[config.mk]
export PLATFORM = sky130hd
export DESIGN_NAME = ps2_scancode_decoder
export DESIGN_NICKNAME = d
export VERILOG_FILES = /design/src/rtl/ps2_pkg.sv /design/src/rtl/scancode_to_ascii.sv /design/src/rtl/ps2_scancode_decoder.sv
export SDC_FILE = /design/constraint.sdc
export NUM_CORES = 1
export LEC_CHECK = 0
export ABC_AREA = 1
export CAP_MARGIN = 15
export CORE_MARGIN = 2
export CORE_UTILIZATION = 40
export DETAILED_ROUTE_END_ITERATION = 12
export DONT_BUFFER_PORTS = 1
export GPL_TIMING_DRIVEN = 0
export HOLD_SLACK_MARGIN = 0.1
export PLACE_DENSITY_LB_ADDON = 0.12
export SYNTH_ARGS = -nofsm -noshare
export SYNTH_HDL_FRONTEND = slang
export SYNTH_SLANG_ARGS = --single-unit
[constraint.sdc]
create_clock -name clk -period 2.81 [get_ports clk]
set_input_delay 0.4215 -clock clk [delete_from_list [all_inputs] [get_ports clk]]
set_output_delay 0.4215 -clock clk [all_outputs]
set_load 0.05 [all_outputs]
[src/rtl/ps2_pkg.sv]
// Shared types and Set-2 scan-code constants for the PS/2 scan-code decoder.
package ps2_pkg;

    typedef enum logic [1:0] {
        S_IDLE = 2'd0,
        S_POP  = 2'd1,
        S_GAP  = 2'd2
    } state_t;

    localparam logic [7:0] SC_EXT    = 8'hE0;
    localparam logic [7:0] SC_BRK    = 8'hF0;
    localparam logic [7:0] SC_LSHIFT = 8'h12;
    localparam logic [7:0] SC_RSHIFT = 8'h59;
    localparam logic [7:0] SC_ENTER  = 8'h5A;
    localparam logic [7:0] SC_SPACE  = 8'h29;

endpackage

[src/rtl/scancode_to_ascii.sv]
// Combinational Set-2 scan code to ASCII lookup: letters, digits, space, enter.
module scancode_to_ascii
    import ps2_pkg::*;
(
    input  logic [7:0] code,
    input  logic       shift,
    output logic [7:0] ascii
);

    logic [7:0] letter;

    always_comb begin
        // NOTE: every output of a combinational block gets a default first, so no latch is inferred.
        letter = 8'h00;
        ascii  = 8'h00;
        case (code)
            8'h1C: letter = "a";
            8'h32: letter = "b";
            8'h21: letter = "c";
            8'h23: letter = "d";
            8'h24: letter = "e";
            8'h2B: letter = "f";
            8'h34: letter = "g";
            8'h33: letter = "h";
            8'h43: letter = "i";
            8'h3B: letter = "j";
            8'h42: letter = "k";
            8'h4B: letter = "l";
            8'h3A: letter = "m";
            8'h31: letter = "n";
            8'h44: letter = "o";
            8'h4D: letter = "p";
            8'h15: letter = "q";
            8'h2D: letter = "r";
            8'h1B: letter = "s";
            8'h2C: letter = "t";
            8'h3C: letter = "u";
            8'h2A: letter = "v";
            8'h1D: letter = "w";
            8'h22: letter = "x";
            8'h35: letter = "y";
            8'h1A: letter = "z";
            8'h45: ascii  = "0";
            8'h16: ascii  = "1";
            8'h1E: ascii  = "2";
            8'h26: ascii  = "3";
            8'h25: ascii  = "4";
            8'h2E: ascii  = "5";
            8'h36: ascii  = "6";
            8'h3D: ascii  = "7";
            8'h3E: ascii  = "8";
            8'h46: ascii  = "9";
            SC_SPACE: ascii = 8'h20;
            SC_ENTER: ascii = 8'h0D;
            default: ascii = 8'h00;
        endcase
        // Uppercase is lowercase minus 0x20; only letters react to Shift.
        if (letter != 8'h00) begin
            ascii = shift ? (letter - 8'h20) : letter;
        end
    end

endmodule

[src/rtl/ps2_scancode_decoder.sv]
// Pops bytes from the ps2_keyboard FIFO and decodes Set-2 make/break/extended sequences.
module ps2_scancode_decoder
    import ps2_pkg::*;
#(
    parameter int COUNT_W = 8
) (
    input  logic               clk,
    input  logic               clrn,
    input  logic [7:0]         ps2_data_in,
    input  logic               ps2_ready,
    input  logic               ps2_overflow,
    output logic               nextdata_n,
    input  logic               clr_ovf,
    output logic [7:0]         key_code,
    output logic               key_ext,
    output logic               key_valid,
    output logic               shift_held,
    output logic [7:0]         key_ascii,
    output logic               make_pulse,
    output logic               break_pulse,
    output logic [COUNT_W-1:0] key_count,
    output logic               ovf_sticky
);

    state_t     state_q;
    logic [7:0] byte_q;
    logic       ext_pend_q;
    logic       brk_pend_q;
    logic       is_shift;
    logic       is_match;
    logic [7:0] rom_ascii;

    // An E0-prefixed 12/59 is not a Shift key and goes through the normal key path.
    assign is_shift = ((byte_q == SC_LSHIFT) || (byte_q == SC_RSHIFT)) && !ext_pend_q;
    assign is_match = key_valid && (byte_q == key_code) && (ext_pend_q == key_ext);

    always_ff @(posedge clk or negedge clrn) begin
        if (!clrn) begin
            state_q     <= S_IDLE;
            byte_q      <= 8'h00;
            ext_pend_q  <= 1'b0;
            brk_pend_q  <= 1'b0;
            nextdata_n  <= 1'b1;
            key_code    <= 8'h00;
            key_ext     <= 1'b0;
            key_valid   <= 1'b0;
            shift_held  <= 1'b0;
            make_pulse  <= 1'b0;
            break_pulse <= 1'b0;
            key_count   <= '0;
            ovf_sticky  <= 1'b0;
        end else begin
            // NOTE: sequential state uses non-blocking assignments; pulses default low each cycle.
            make_pulse  <= 1'b0;
            break_pulse <= 1'b0;

            if (ps2_overflow) begin
                ovf_sticky <= 1'b1;
            end else if (clr_ovf) begin
                ovf_sticky <= 1'b0;
            end

            case (state_q)
                S_IDLE: begin
                    if (ps2_ready) begin
                        byte_q     <= ps2_data_in;
                        nextdata_n <= 1'b0;
                        state_q    <= S_POP;
                    end
                end
                S_POP: begin
                    nextdata_n <= 1'b1;
                    state_q    <= S_GAP;
                    if (byte_q == SC_EXT) begin
                        ext_pend_q <= 1'b1;
                    end else if (byte_q == SC_BRK) begin
                        brk_pend_q <= 1'b1;
                    end else begin
                        ext_pend_q <= 1'b0;
                        brk_pend_q <= 1'b0;
                        if (brk_pend_q) begin
                            if (is_shift) begin
                                shift_held <= 1'b0;
                            end else if (is_match) begin
                                key_valid   <= 1'b0;
                                break_pulse <= 1'b1;
                            end
                        end else if (is_shift) begin
                            shift_held <= 1'b1;
                        end else if (!is_match) begin
                            key_code   <= byte_q;
                            key_ext    <= ext_pend_q;
                            key_valid  <= 1'b1;
                            key_count  <= key_count + COUNT_W'(1);
                            make_pulse <= 1'b1;
                        end
                    end
                end
                S_GAP: begin
                    state_q <= S_IDLE;
                end
                default: begin
                    state_q    <= S_IDLE;
                    nextdata_n <= 1'b1;
                end
            endcase
        end
    end

    scancode_to_ascii u_rom (
        .code  (key_code),
        .shift (shift_held),
        .ascii (rom_ascii)
    );

    assign key_ascii = (key_valid && !key_ext) ? rom_ascii : 8'h00;

endmodule

==> reports/results.md <==
| Item | Value |
| --- | --- |
| Result of the run | completed |
| Final setup vio count | 0 |
| Worst Max-Slew Pin Slew | 0.604 ns |
| Synth top area share | 0.344 |
| RSZ-0062 raised after global routing | yes |
| Fraction of power consumed by combinational cells | 0.527 |
| Worst-case clock buffer depth | 2 |
| Effective utilization at floorplan | 0.415 |
| Wire length the detailed router placed on met1 | 2900 µm |
| DRC violation total after the first TritonRoute iteration | 109 |
| Via count of the first global-routing pass | 2376 |
| Number of search-and-repair iterations in the first detailed-routing pass | 4 |
| Fin crit share | 1.00 |
| Core outline area | 5960 µm² |
| Top layer reached by signal wires | met4 |
| Sequential-to-total area share from yosys stat | 0.355 |
| Proportion of layout cells with a drive suffix above 1 | 0.319 |
| Wire length of the first global-routing pass | 11000 µm |
| Number of nets in the layout | 420 |
| Hold/Removal Path Class | in2reg |
| Via count | 2506 |
| FP Rows | 28 |
| Number of nets with antenna violations after routing | 0 |
| Psw | 1960 µW |
| Max Clk Rate | 356 MHz |
| Width of the die | 82.6 µm |
| Overall power | 3450 µW |
| Launch point of the critical path | key_code[5] |
| Final hold slack | 0.231 ns |
| DR WL met3 | 282 µm |
| Post-synthesis to final-layout area growth | 29.9% |
| Total area of sequential cells | 902 µm² |
| Number of antenna violations at the first check in global routing | 0 |
| Skew final | 0.00670 ns |
| Number of buffers inserted during clock tree synthesis | 5 |
| Area of the multi-input gates | 1710 µm² |
| CTS tree | yes |
| Post-synth ARST share | 1.00 |
| Top area cells in the synthesized netlist | sky130_fd_sc_hd__dfrtp_1 (34%), sky130_fd_sc_hd__nand2_1 (18%), sky130_fd_sc_hd__nand3_1 (7.9%) |
| Critical Path Sink Type | output pin |
| Final antenna diode count | 0 |
| Wire length on met2 | 3600 µm |
| Dominant cell by count in the synthesized netlist | sky130_fd_sc_hd__nand2_1 |
| Leakage | 0.00159 µW |
| Synth cell types | 29 |
| # fillers | 616 |
| Residual DRC count | 0 |
| Sum of negative setup slack | 0 ns |
| Clock share of power | 0.102 |
| Gate Count Post-Synth | 370 |
| Overall track demand over capacity in global routing | 0.213 |
| Number of enable flip-flop cells after synthesis | 0 |
| Post-synthesis area per instance | 6.68 µm² |
| Minimum clock period | 2.81 ns |
| Library cell occupying the most area in the post-synthesis netlist | sky130_fd_sc_hd__dfrtp_1 |
| Number of cells on the worst hold path | 1 |
| Final Wtd Congestion | 0.842 |
| CP Capture Point | key_ascii[7] |
| Worst reg2reg path startpoint | key_code[5] |
| Number of vias per cell after detailed routing | 5.22 |
| Max-Cap Viols | 0 |
| Quantity of I/O buffers inserted on ports | 0 |
| Sw Share | 0.568 |
| Total routed wirelength | 6860 µm |
| Area enclosed by the die boundary | 6820 µm² |
| Number of placed I/O pins | 44 |
| Worst R2R Path Depth | 11 |
| Routed length per instance | 14.3 µm |
| Insertion delay to the later sink of the worst-skew pair | 0.29 ns |
| Clock transition time at the flip-flop clock pins of the worst setup and hold paths | 0.07 ns |
| Part of the power in registers | 0.371 |
| Warning count from the yosys run | 0 |
| Cell Area, Placed | 2580 µm² |
| VDD IR max | 0.000511 V |
| Setup slack, reg-to-reg | 0.72 ns |
| Total half-perimeter wirelength after legalization and detailed placement | 4830 µm |
| Floorplan die height | 82.6 µm |
| Total overflow reported by the global router | 0 |
| Power Internal | 1490 µW |
| Final Hold Fails | 0 |
| Netlist Area Pre-Place | 2470 µm² |
| Worst setup path category | reg2out |
| Kind of start point of the critical path | register |
| Most frequent cells after synthesis | sky130_fd_sc_hd__nand2_1 (119), sky130_fd_sc_hd__nor2_1 (50), sky130_fd_sc_hd__nand3_1 (39) |
| Number of sinks handled by clock tree synthesis | 35 |
| Total count of max-transition violations in the final report | 0 |
| Post-synthesis sequential element count | 35 |
| Largest fanout on the critical path | 8 |
| Worst reg2reg path endpoint | key_count[7] |
| Max-Slew Margin vs Limit | 0.597 |
| Largest net degree at the start of global routing | 36 |
| Total power density per cell area | 1080 nW/µm² |
| Deepest level of the CTS H-tree | 2 |
| Synth Flop Type | sky130_fd_sc_hd__dfrtp_1 |
| Required time of the worst setup path | 2.39 ns |
| Design Area, Final | 3210 µm² |
| CTS Root Buffer Type | sky130_fd_sc_hd__clkbuf_8 |
| Total nets after synthesis | 386 |
| Worst EP arrival | 2.39 ns |
[what timing repair did]
item | CTS | global route
buffers inserted | 14 | 11
hold buffers | 2 | 0
endpoints found under the setup margin | 8 | 8
resized for setup | 48 | 50
pin swaps | 17 | 27
endpoints found under the hold margin | 35 | 0
[cell usage in the layout (no fill, tap or decap), types with 6 or more instances in the layout]
master,instances
sky130_fd_sc_hd__nor2_2,9
sky130_fd_sc_hd__nand3_1,33
sky130_fd_sc_hd__nor2_1,33
sky130_fd_sc_hd__nand2_2,22
sky130_fd_sc_hd__nand2_1,99
sky130_fd_sc_hd__nand2_4,9
sky130_fd_sc_hd__nand4_1,7
sky130_fd_sc_hd__buf_4,26
sky130_fd_sc_hd__inv_1,22
sky130_fd_sc_hd__o21ai_0,18
sky130_fd_sc_hd__a21oi_1,11
sky130_fd_sc_hd__dfrtp_1,26
sky130_fd_sc_hd__nor2_4,21
sky130_fd_sc_hd__nor3_1,6
sky130_fd_sc_hd__dfrtp_4,6
[area by class of cell]
cell class	count	area share
timing repair buffer	27	0.0690
tap	75	0.0292
buffer	7	0.0199
clock inverter	1	0.00156
multi-input combinational	296	0.534
clock buffer	7	0.0238
inverter	32	0.0413
sequential	35	0.281
[state kept, by name, indices dropped and copies added, names as in the netlist]
register     cells
byte_q           8
key_code         8
key_count        8
state_q          2
break_pulse      1
brk_pend_q       1
ext_pend_q       1
key_ext          1
key_valid        1
make_pulse       1
nextdata_n       1
ovf_sticky       1
shift_held       1
[power by group through the flow]
stage | Sequential, µW | Combinational [µW] | Clock (µW)
after CTS | 1250 | 1540 | 358
after global placement | 1230 | 1230 | 0
after global routing | 1310 | 2000 | 382
final | 1280 | 1820 | 351
after detailed placement | 1240 | 1240 | 0
after floorplan | 1160 | 1040 | 0
[worst max-delay path, stage by stage, from the launching register on]
cell,delay (ns)
sky130_fd_sc_hd__dfrtp_2,0.52
sky130_fd_sc_hd__buf_6,0.18
sky130_fd_sc_hd__buf_6,0.11
sky130_fd_sc_hd__nand2_4,0.06
sky130_fd_sc_hd__nor2_4,0.05
sky130_fd_sc_hd__buf_6,0.14
sky130_fd_sc_hd__nand2_4,0.06
sky130_fd_sc_hd__nand2_4,0.05
sky130_fd_sc_hd__nor2_4,0.09
sky130_fd_sc_hd__nand2_2,0.07
sky130_fd_sc_hd__nor2_4,0.14
sky130_fd_sc_hd__nand2_4,0.10
sky130_fd_sc_hd__inv_4,0.08
sky130_fd_sc_hd__ha_4,0.12
sky130_fd_sc_hd__inv_2,0.04
sky130_fd_sc_hd__nor2_4,0.28
[cells by family after synthesis]
logic type | share of synthesized area
and+or+nand+nor | 0.445
buffers and inverters | 0.0704
AOI/OAI and AO/OA | 0.0830
DFF | 0.355
xor gates and xnor gates | 0.0319
adders and majority gates | 0.0152
[stage by stage]
stage                     worst slack [ns]  cells   util
after detailed placement            -0.233    445  0.433
after global placement              -0.232    445  0.433
after CTS                          -0.0356    469  0.495
final                             0.000741    480  0.539
after global routing                -0.110    480  0.539
after floorplan                     0.0491    370      -
[worst min-delay path by stage]
stage | from | end | slack, ns
after floorplan | clrn | break_pulse | 0.13
after global placement | clrn | key_count[1] | 0.13
after detailed placement | clrn | byte_q[2] | 0.13
after CTS | clr_ovf | ovf_sticky | 0.23
after global routing | clr_ovf | ovf_sticky | 0.23
final | clr_ovf | ovf_sticky | 0.23
[per-layer routing]
layer	global-route usage	vias to the layer above
li1	-	1254
met1	0.257	1190
met2	0.378	55
met3	0.0457	7
met4	0.0623	0
met5	0	-
No activity file was read; power rests on OpenSTA's default activity.
